## src/rtl/ext_bus_serial_tx_if.sv

```systemverilog
// External MC6803-style bus seen by the serial transmitter.
// master: CPU side driving address/data/strobe; slave: the responder block.
interface ext_bus_serial_tx_if;
  logic [15:0] ADDRESS;
  logic [7:0]  DATA_OUT;
  logic        rw;
  logic        E_CLK;
  logic [7:0]  DATA_IN;
  logic        SEL;

  modport master (
    output ADDRESS, DATA_OUT, rw, E_CLK,
    input  DATA_IN, SEL
  );

  modport slave (
    input  ADDRESS, DATA_OUT, rw, E_CLK,
    output DATA_IN, SEL
  );
endinterface

```

## src/rtl/ext_bus_serial_tx.sv

```systemverilog
// Memory-mapped async serial transmitter on the external bus.
// CPU pushes bytes into a TX FIFO; an FSM shifts them out on TXD as 8N1.
// Optional feature macro: EXT_TX_PARITY_EN inserts a parity bit (11-bit frame).
module ext_bus_serial_tx #(
  parameter logic [15:0] BASE_ADDR  = 16'h4000,
  parameter int unsigned FIFO_DEPTH = 8,
  parameter logic [15:0] DIV_RESET  = 16'd103
) (
  input  logic                      Clk,
  input  logic                      RST_N,
  ext_bus_serial_tx_if.slave        bus,
  output logic                      TXD,
  output logic                      TX_IRQ
);

  localparam int unsigned PtrW = (FIFO_DEPTH > 1) ? $clog2(FIFO_DEPTH) : 1;
  localparam int unsigned CntW = $clog2(FIFO_DEPTH + 1);
  localparam logic [CntW-1:0] CntFull = CntW'(FIFO_DEPTH);

`ifdef EXT_TX_PARITY_EN
  typedef enum logic [2:0] {StIdle, StStart, StData, StParity, StStop} state_e;
`else
  typedef enum logic [2:0] {StIdle, StStart, StData, StStop} state_e;
`endif

  // Bus decode
  logic       sel, wr, rd;
  logic [1:0] offset;
  logic       wr_ctrl, push, wr_div_hi, wr_div_lo, rd_status, flush;

  assign sel       = bus.E_CLK & (bus.ADDRESS[15:2] == BASE_ADDR[15:2]);
  assign wr        = sel & ~bus.rw;
  assign rd        = sel & bus.rw;
  assign offset    = bus.ADDRESS[1:0];
  assign wr_ctrl   = wr & (offset == 2'd0);
  assign push      = wr & (offset == 2'd1);
  assign wr_div_hi = wr & (offset == 2'd2);
  assign wr_div_lo = wr & (offset == 2'd3);
  assign rd_status = rd & (offset == 2'd0);
  assign flush     = wr_ctrl & bus.DATA_OUT[1];
  assign bus.SEL   = sel;

  // Control / divisor state
  logic        te_q, tie_q, tie_d, par_odd_q, ovr_q, ovr_d;
  logic [15:0] div_q;

  // FIFO state
  logic [7:0]      mem [FIFO_DEPTH];
  logic [PtrW-1:0] wr_ptr_q, rd_ptr_q;
  logic [CntW-1:0] count_q, count_d;
  logic            full, push_ok, overrun, can_pop, pop;

  // Transmit FSM / datapath state
  state_e      state_q, state_d;
  logic [15:0] baud_q, baud_d;
  logic [2:0]  bit_q, bit_d;
  logic [7:0]  shift_q, shift_d;
  logic        par_bit_q, par_bit_d;
  logic        txd_q, txd_d, irq_q, irq_d;
  logic        baud_done;
  logic [7:0]  head;

  assign full      = (count_q == CntFull);
  assign push_ok   = push & ~full;
  assign overrun   = push & full;
  // A flush in the same cycle wins: nothing is popped from a FIFO being emptied.
  assign can_pop   = te_q & (count_q != '0) & ~flush;
  assign baud_done = (baud_q == 16'd0);
  assign head      = mem[rd_ptr_q];
  assign tie_d     = wr_ctrl ? bus.DATA_OUT[3] : tie_q;

  // Control and divisor registers written from the bus
  always_ff @(posedge Clk or negedge RST_N) begin
    if (!RST_N) begin
      te_q  <= 1'b0;
      tie_q <= 1'b0;
      div_q <= DIV_RESET;
    end else begin
      if (wr_ctrl) begin
        te_q  <= bus.DATA_OUT[0];
        tie_q <= bus.DATA_OUT[3];
      end
      if (wr_div_hi) div_q[15:8] <= bus.DATA_OUT;
      if (wr_div_lo) div_q[7:0]  <= bus.DATA_OUT;
    end
  end

`ifdef EXT_TX_PARITY_EN
  // Parity-sense bit, only present when the parity feature is built
  always_ff @(posedge Clk or negedge RST_N) begin
    if (!RST_N)       par_odd_q <= 1'b0;
    else if (wr_ctrl) par_odd_q <= bus.DATA_OUT[2];
  end
`else
  assign par_odd_q = 1'b0;
`endif

  // Sticky overrun: a same-cycle overrun beats the STATUS-read clear
  always_comb begin
    ovr_d = ovr_q;
    if (rd_status) ovr_d = 1'b0;
    if (overrun)   ovr_d = 1'b1;
  end

  // FIFO occupancy: flush empties outright, otherwise push/pop net out
  always_comb begin
    count_d = count_q + CntW'(push_ok) - CntW'(pop);
    if (flush) count_d = '0;
  end

  // FIFO storage (no reset needed, contents qualified by count)
  always_ff @(posedge Clk) begin
    if (push_ok) mem[wr_ptr_q] <= bus.DATA_OUT;
  end

  // FIFO pointers, count and overrun flag
  always_ff @(posedge Clk or negedge RST_N) begin
    if (!RST_N) begin
      wr_ptr_q <= '0;
      rd_ptr_q <= '0;
      count_q  <= '0;
      ovr_q    <= 1'b0;
    end else begin
      count_q <= count_d;
      ovr_q   <= ovr_d;
      if (push_ok) wr_ptr_q <= wr_ptr_q + PtrW'(1);
      if (flush)    rd_ptr_q <= wr_ptr_q;
      else if (pop) rd_ptr_q <= rd_ptr_q + PtrW'(1);
    end
  end

  // FSM state register
  always_ff @(posedge Clk or negedge RST_N) begin
    if (!RST_N) state_q <= StIdle;
    else        state_q <= state_d;
  end

  // FSM next-state: each non-idle state ends when the baud counter hits zero
  always_comb begin
    state_d = state_q;
    unique case (state_q)
      StIdle:  if (can_pop) state_d = StStart;
      StStart: if (baud_done) state_d = StData;
      StData: begin
        if (baud_done && (bit_q == 3'd7)) begin
`ifdef EXT_TX_PARITY_EN
          state_d = StParity;
`else
          state_d = StStop;
`endif
        end
      end
`ifdef EXT_TX_PARITY_EN
      StParity: if (baud_done) state_d = StStop;
`endif
      // Back-to-back frames skip idle entirely
      StStop:  if (baud_done) state_d = can_pop ? StStart : StIdle;
      default: state_d = StIdle;
    endcase
  end

  // FSM outputs and datapath next values; TXD/IRQ are computed from next state
  always_comb begin
    pop       = can_pop & ((state_q == StIdle) | ((state_q == StStop) & baud_done));
    baud_d    = baud_q;
    bit_d     = bit_q;
    shift_d   = shift_q;
    par_bit_d = par_bit_q;
    if (pop) begin
      baud_d    = div_q;
      shift_d   = head;
      par_bit_d = (^head) ^ par_odd_q;
    end else if (state_q != StIdle) begin
      baud_d = baud_done ? div_q : (baud_q - 16'd1);
      if (baud_done && (state_q == StStart)) bit_d = 3'd0;
      if (baud_done && (state_q == StData)) begin
        bit_d   = bit_q + 3'd1;
        shift_d = {1'b0, shift_q[7:1]};
      end
    end

    txd_d = 1'b1;
    unique case (state_d)
      StStart:  txd_d = 1'b0;
      StData:   txd_d = shift_d[0];
`ifdef EXT_TX_PARITY_EN
      StParity: txd_d = par_bit_d;
`endif
      default:  txd_d = 1'b1;
    endcase

    irq_d = tie_d & (count_d == '0) & (state_d == StIdle);
  end

  // Datapath and registered serial/interrupt outputs
  always_ff @(posedge Clk or negedge RST_N) begin
    if (!RST_N) begin
      baud_q    <= 16'd0;
      bit_q     <= 3'd0;
      shift_q   <= 8'd0;
      par_bit_q <= 1'b0;
      txd_q     <= 1'b1;
      irq_q     <= 1'b0;
    end else begin
      baud_q    <= baud_d;
      bit_q     <= bit_d;
      shift_q   <= shift_d;
      par_bit_q <= par_bit_d;
      txd_q     <= txd_d;
      irq_q     <= irq_d;
    end
  end

  assign TXD    = txd_q;
  assign TX_IRQ = irq_q;

  // Read mux: combinational, zero unless this is a selected read
  logic [7:0] status, ctrl_rd, rdata;
  logic [3:0] cnt4;

  assign cnt4    = 4'(count_q);
  assign status  = {~full, (count_q == '0) & (state_q == StIdle), ovr_q, 1'b0, cnt4};
  assign ctrl_rd = {4'b0000, tie_q, par_odd_q, 1'b0, te_q};

  always_comb begin
    rdata = 8'h00;
    if (rd) begin
      case (offset)
        2'd0:    rdata = status;
        2'd1:    rdata = ctrl_rd;
        2'd2:    rdata = div_q[15:8];
        default: rdata = div_q[7:0];
      endcase
    end
  end

  assign bus.DATA_IN = rdata;

endmodule
```

## src/flat_wrapper.sv

```systemverilog
// flat-port wrapper written by rule: the top's interface ports become plain ports
module ext_bus_serial_tx_flat 
#(
  parameter logic [15:0] BASE_ADDR  = 16'h4000,
  parameter int unsigned FIFO_DEPTH = 8,
  parameter logic [15:0] DIV_RESET  = 16'd103
)
  (Clk, RST_N, TXD, TX_IRQ, bus_ADDRESS, bus_DATA_OUT, bus_rw, bus_E_CLK, bus_DATA_IN, bus_SEL);
  ext_bus_serial_tx_if bus_i ();
  input  logic Clk;
  input  logic RST_N;
  output logic TXD;
  output logic TX_IRQ;
  input wire logic [$bits(bus_i.ADDRESS)-1:0] bus_ADDRESS;
  input wire logic [$bits(bus_i.DATA_OUT)-1:0] bus_DATA_OUT;
  input wire logic [$bits(bus_i.rw)-1:0] bus_rw;
  input wire logic [$bits(bus_i.E_CLK)-1:0] bus_E_CLK;
  output wire logic [$bits(bus_i.DATA_IN)-1:0] bus_DATA_IN;
  output wire logic [$bits(bus_i.SEL)-1:0] bus_SEL;
  assign bus_i.ADDRESS = bus_ADDRESS;
  assign bus_i.DATA_OUT = bus_DATA_OUT;
  assign bus_i.rw = bus_rw;
  assign bus_i.E_CLK = bus_E_CLK;
  assign bus_DATA_IN = bus_i.DATA_IN;
  assign bus_SEL = bus_i.SEL;
  ext_bus_serial_tx #(.BASE_ADDR(BASE_ADDR), .FIFO_DEPTH(FIFO_DEPTH), .DIV_RESET(DIV_RESET)) u_core (.Clk(Clk), .RST_N(RST_N), .bus(bus_i), .TXD(TXD), .TX_IRQ(TX_IRQ));
endmodule
```

## config.mk

```make
export PLATFORM = sky130hd
export DESIGN_NAME = ext_bus_serial_tx_flat
export DESIGN_NICKNAME = d
export VERILOG_FILES = /design/src/rtl/ext_bus_serial_tx_if.sv /design/src/rtl/ext_bus_serial_tx.sv /design/src/flat_wrapper.sv
export SDC_FILE = /design/constraint.sdc
export NUM_CORES = 1
export LEC_CHECK = 0
export BUFFER_PORTS_ARGS = -buffer_cell sky130_fd_sc_hd__buf_4
export CORE_UTILIZATION = 42
export DETAILED_ROUTE_END_ITERATION = 6
export HOLD_SLACK_MARGIN = 0.08
export SLEW_MARGIN = 20
export SYNTH_ARGS = -nofsm -noshare
export SYNTH_HDL_FRONTEND = slang
export SYNTH_SLANG_ARGS = --single-unit
```

## constraint.sdc

```tcl
create_clock -name Clk -period 6.65 [get_ports Clk]
set_input_delay 0.665 -clock Clk [delete_from_list [all_inputs] [get_ports Clk]]
set_output_delay 0.665 -clock Clk [all_outputs]
set_load 0.05 [all_outputs]
```

* Word level (Yosys, flattened, before mapping)
Memory sizes are Yosys's and may differ from the RTL's.
Index checks and enable logic that the tools add are counted.
** Operators by class
- $add $sub $neg :: 6
- Multiply operators :: 0
- Divide/modulo/power cells :: 0
- Order comparisons :: 0
- Equal/unequal tests :: 11
- Shift operators :: 0
- Muxes and demuxes :: 25
- Bitwise operators :: 23
- Reductions and logical operators :: 18
** Operators with widths (number)
- 16-bit 2-to-1 mux :: 3
- 8-bit 2-to-1 mux :: 4
- 3-bit 2-to-1 mux :: 8
- 8-bit one-hot mux with 3 select lines :: 1
- 1-bit AND :: 18
- 16-bit zero test :: 1
- 16-bit by 1-bit subtractor with 16-bit output (second input constant) :: 1
- 14-bit by 13-bit == test with 1-bit output (second input constant) :: 1
- 3-bit one-hot mux with 4 select lines :: 1
- 2-bit nonzero test :: 5
- 3-bit by 1-bit adder with 3-bit output (second input constant) :: 3
- 3-bit by 2-bit == test with 1-bit output (second input constant) :: 3
- 4-bit zero test :: 2
- 3-bit by 1-bit == test with 1-bit output (second input constant) :: 2
- 3-bit zero test :: 2
- 1-bit 2-to-1 mux :: 6
- 4-bit by 1-bit adder with 4-bit output :: 1
- 2-bit == test (second input constant) :: 2
- 4-bit == test (second input constant) :: 1
- 4-bit 2-to-1 mux :: 1
- 1-bit NOT :: 4
- 4-bit nonzero test :: 1
- 4-bit by 1-bit subtractor with 4-bit output :: 1
- 3-bit == test (second input constant) :: 1
- other kinds (8) :: 10
** Word-level totals
- Register bits after elaboration :: 61
- Latch bits :: 0
- Bits in writable memories :: 64
- Bits in read-only memories :: 0
- Input port bits :: 28
- Output and inout bits :: 11
- Logic and storage cells :: 99
- Memories :: 1
** Memories
- u_core.mem :: depth 8, bits a word 8, rd ports 1, clocked after memory_dff 0, write ports 1, RTL line ext_bus_serial_tx.sv:48 : logic [7:0] mem [FIFO_DEPTH];

* Longest topological paths before layout
- Depth after elaboration :: 13
- Depth in mapped cells :: 17
- Gate-level depth less buffers :: 16

* Least setup slack after synthesis
Ideal clock, no wire load.
- Path type :: input-to-reg
- Start :: input bus_ADDRESS[9]
- End :: register u_core.irq_q, in the netlist u_core.TX_IRQ
- Library setup time :: 94 ps
- Arrival :: 3840 ps
- Data required time :: 6556 ps
- Setup slack :: 2716 ps
- Stages on the path :: 15
- Buffers on the path :: 1
- Cells stage by stage :: nor4_1 nand4_2 o21ai_0 or3_1 buf_6 clkinv_2 ha_1 inv_1 ha_1 fa_1 xnor2_1 nor3b_1 a21oi_1 or3b_2 a211oi_1
** Between the ends
- Longest elaborated chain between the ends :: 13
** Ends and longest elaborated chain
- start: declaration :: RTL line flat_wrapper.sv:14 : input wire logic [$bits(bus_i.ADDRESS)-1:0] bus_ADDRESS;
- 14-bit by 13-bit == test with 1-bit output (*) :: RTL line ext_bus_serial_tx.sv:31 : assign sel = bus.E_CLK & (bus.ADDRESS[15:2] == BASE_ADDR[15:2]);
- 1-bit AND (*) :: RTL line ext_bus_serial_tx.sv:31
- 1-bit AND (*) :: RTL line ext_bus_serial_tx.sv:32 : assign wr = sel & ~bus.rw;
- branches (longest 9 deep; another with 4-bit by 1-bit adder with 4-bit output)
- 1-bit AND (*) :: RTL line ext_bus_serial_tx.sv:192 : irq_d = tie_d & (count_d == '0) & (state_d == StIdle);
- named net u_core.irq_d :: RTL line ext_bus_serial_tx.sv:59 : logic txd_q, txd_d, irq_q, irq_d;
- end signal: assignment :: RTL line ext_bus_serial_tx.sv:210 : irq_q <= irq_d;
- end: declaration :: RTL line ext_bus_serial_tx.sv:59
Mark *: on every way through the listed nets, which the timed path passes.
A chain may end at the register's enable or synchronous reset.

* Worst setup path after layout
Ends and elaborated chain as after synthesis.

==> metrics.txt <==
status finished, final reports clean; initial antenna violation count 0; remaining routing DRC violations 0; Final Hold Fails 0; commonest non-fill, non-tap cell in the layout edfxtp_1; ANT nets after route 0; Rows 43; drt pass-1 iters 5; slew at the pin closest to its max-slew limit 0.982 ns; Largest delay share family, worst path simple AND/OR/NAND/NOR gates; area delta synth->final 16.9%; internal reg-to-reg setup slack 2.39 ns; final count of pins violating max slew 0; Syn. warnings 0; starting density of the core 43.4%; Synth Instances 463; die area 0.0150 sq mm; Inserted Clock Buffers 17; # setup viols final 0; CP max stage cell nor4_1; worst-skew pair later-pin latency 0.42 ns; io pins 39; hpwl dp 9.20 mm; Mapped Nets 503; worst-case clock buffer depth 2; Synth cell types 68; final cycle utilization of the critical path 64.7%; Req. time, crit path 6.97 ns; Core ar. 0.0140 sq mm; Die Span Y 123 microns; post-layout util 50.8%; I/O Buffers 38; Slew headroom 34.3%; GR Overflow Total 0; cell area after placement 0.00654 sq mm; Async S/R FF share, synth 48.8%; crit path kind in -> reg; Worst EP arrival 4.62 ns; Post-synth EDFFs 64; Total Nets Final 544; layout cell share with drive strength beyond 1 29.6%; area leader, netlist edfxtp_1; Routed wire per std cell 19.5 microns; RSZ-0062 raised after global routing false; die width 123 microns; Tmin final 4.30 ns; Pwr Total 0.00191 W; HP Class in -> async; final wirelength 13.6 mm; Clock Skew 0.00858 ns; maxcap violations 0; Post-CTS Hold Buffers 0; Netlist Area Pre-Place 0.00610 sq mm; commonest non-fill, non-tap cells in the layout 64 x edfxtp_1, 55 x dfrtp_1, 45 x buf_4; Setup crit end kind flop; gpl congestion 0.792; initial DRC count 349; vias in the first global route 3,994; Root Buffer clkbuf_16; sequential element share of the synthesized area 56.7%; Yosys top cell area share 31.5%; power per cell area 268 mW/mm^2; Max VDD drop 0.000205 V; worst path cell trace buf_4 > nor4_1 > nand4_2 > o21ai_0 > or3_1 > buf_4 > clkinv_2 > ha_1 > inv_1 > ha_1 > fa_1 > xnor2_1 > nor3b_1 > a21oi_1 > or3b_2 > a211oi_1; Synth area leaders edfxtp_1 32%, dfrtp_1 23%, mux4_2 6.6%; GR Util All Layers 20.1%; post-CTS resize count 0; postcts setup bufs 0; number of diodes 0; TritonCTS Sinks 125; Max Freq 233 MHz; Bufs and invs on worst path 4; first-pass GRT wire length 22.0 mm; synthesis-stage register bit count 125; max incr delay on CP 0.49 ns; routed vias/inst 5.82; largest net degree at the start of global routing 62; Max FO, Critical Path 19; CTS clock-pin slew for the worst setup and hold paths 0.05 ns; critical path startpoint category primary input; CTS tree done; CTS H-tree lvls 4; Fill cells 1,180; setup_tns 0 ns; Post-Layout Inst Area 0.00713 sq mm; ys flop type edfxtp_1; via total after detailed routing 4,054; Mean Syn Cell Area 13.2 sq um; leakage 2.79 nW
==> area by class of cell <==
cell class	count	area (sq um)	share of cell area [%]
clock buffers	20	457	6.41
inverters	13	50.0	0.702
multi-input cells	302	2470	34.6
repair buffers	45	338	4.74
flip-flops and latches	125	3460	48.5
clock inverters	12	136	1.91
well taps	180	225	3.16
==> report_power, final <==
| group | total (W) | internal [W] | switching, W |
|---|---|---|---|
| combinational | 0.000124 | 0.0000560 | 0.0000683 |
| sequential | 0.000875 | 0.000841 | 0.0000340 |
| clock | 0.000911 | 0.000573 | 0.000338 |
==> stage by stage <==
| step | hold WS, ns | worst slack [ns] | std cells |
|---|---|---|---|
| 6_report | 0.337 | 2.35 | 697 |
| 3_5_place_dp | 0.516 | 1.98 | 665 |
| 2_1_floorplan | 0.369 | 2.72 | 463 |
| 5_1_grt | 0.393 | 2.14 | 697 |
| 3_3_place_gp | 0.496 | 2.17 | 665 |
| 4_1_cts | 0.366 | 2.37 | 697 |
==> layer usage <==
metal,vias up,routed length (microns),GRT usage [%]
met5,-,0,0
li1,1869,-,-
met1,2043,6120,27.3
met2,129,6470,30.9
met4,0,163,7.09
met3,13,818,5.58
==> synthesized netlist by cell type, types with 3 or more instances <==
cell type	n
o21ai_0	12
dfrtp_1	55
buf_2	6
ha_1	11
a22o_1	3
nor4_1	8
a21oi_1	15
a31oi_1	6
or4_4	3
nand3_1	8
nor2_1	33
xnor2_1	4
nand2_1	25
a221o_1	4
or3_1	5
nand4_1	3
nor4b_2	3
edfxtp_1	64
nor2b_1	7
dfstp_2	6
nand2b_1	3
inv_1	11
o21ai_2	5
nor3b_1	3
clkbuf_1	11
a211o_1	5
nor3_1	11
nor4b_1	4
a211oi_1	9
mux2_2	24
buf_6	3
and2_1	4
mux4_2	18
a22oi_1	5
mux2i_1	10
nand3b_1	3
and3_1	13
==> flip-flops by register name (all words and copies together) (netlist names), 3 cells and up <==
register and count:
u_core.bit_q 3, u_core.rd_ptr_q 3, u_core.div_q 16, u_core.cnt4 4, u_core.state_q 3, u_core.mem 64
u_core.shift_q 8, u_core.wr_ptr_q 3, u_core.baud_q 16
==> cells by family (layout without fill, tap and decap cells) <==
| family | after synthesis | count (layout) | synth area share, % |
|---|---|---|---|
| AND/OR/NAND/NOR | 152 | 152 | 14.6 |
| flip-flops | 125 | 125 | 56.7 |
| AO/OA/AOI/OAI | 79 | 79 | 9.33 |
| multiplexers | 53 | 53 | 13.0 |
| buffers and inverters | 36 | 90 | 3.12 |
| adder cells (fa/ha/maj) | 12 | 12 | 2.58 |
| XOR/XNOR | 5 | 5 | 0.718 |
| other | 1 | 1 | 0.0615 |
==> final timing paths <==
path | start | end | depth (start not counted)
min | RST_N | u_core.shift_q[5] | 1
max | bus_ADDRESS[9] | u_core.TX_IRQ | 16
max reg2reg | u_core.cnt4[2] | u_core.TX_IRQ | 17
max in group asynchronous | RST_N | u_core.te_q | 1
min reg2reg | u_core.shift_q[7] | u_core.shift_q[7] | 2
min in group Clk | bus_DATA_OUT[5] | u_core.mem[0][5] | 1
No activity file was read; power rests on OpenSTA's default activity.
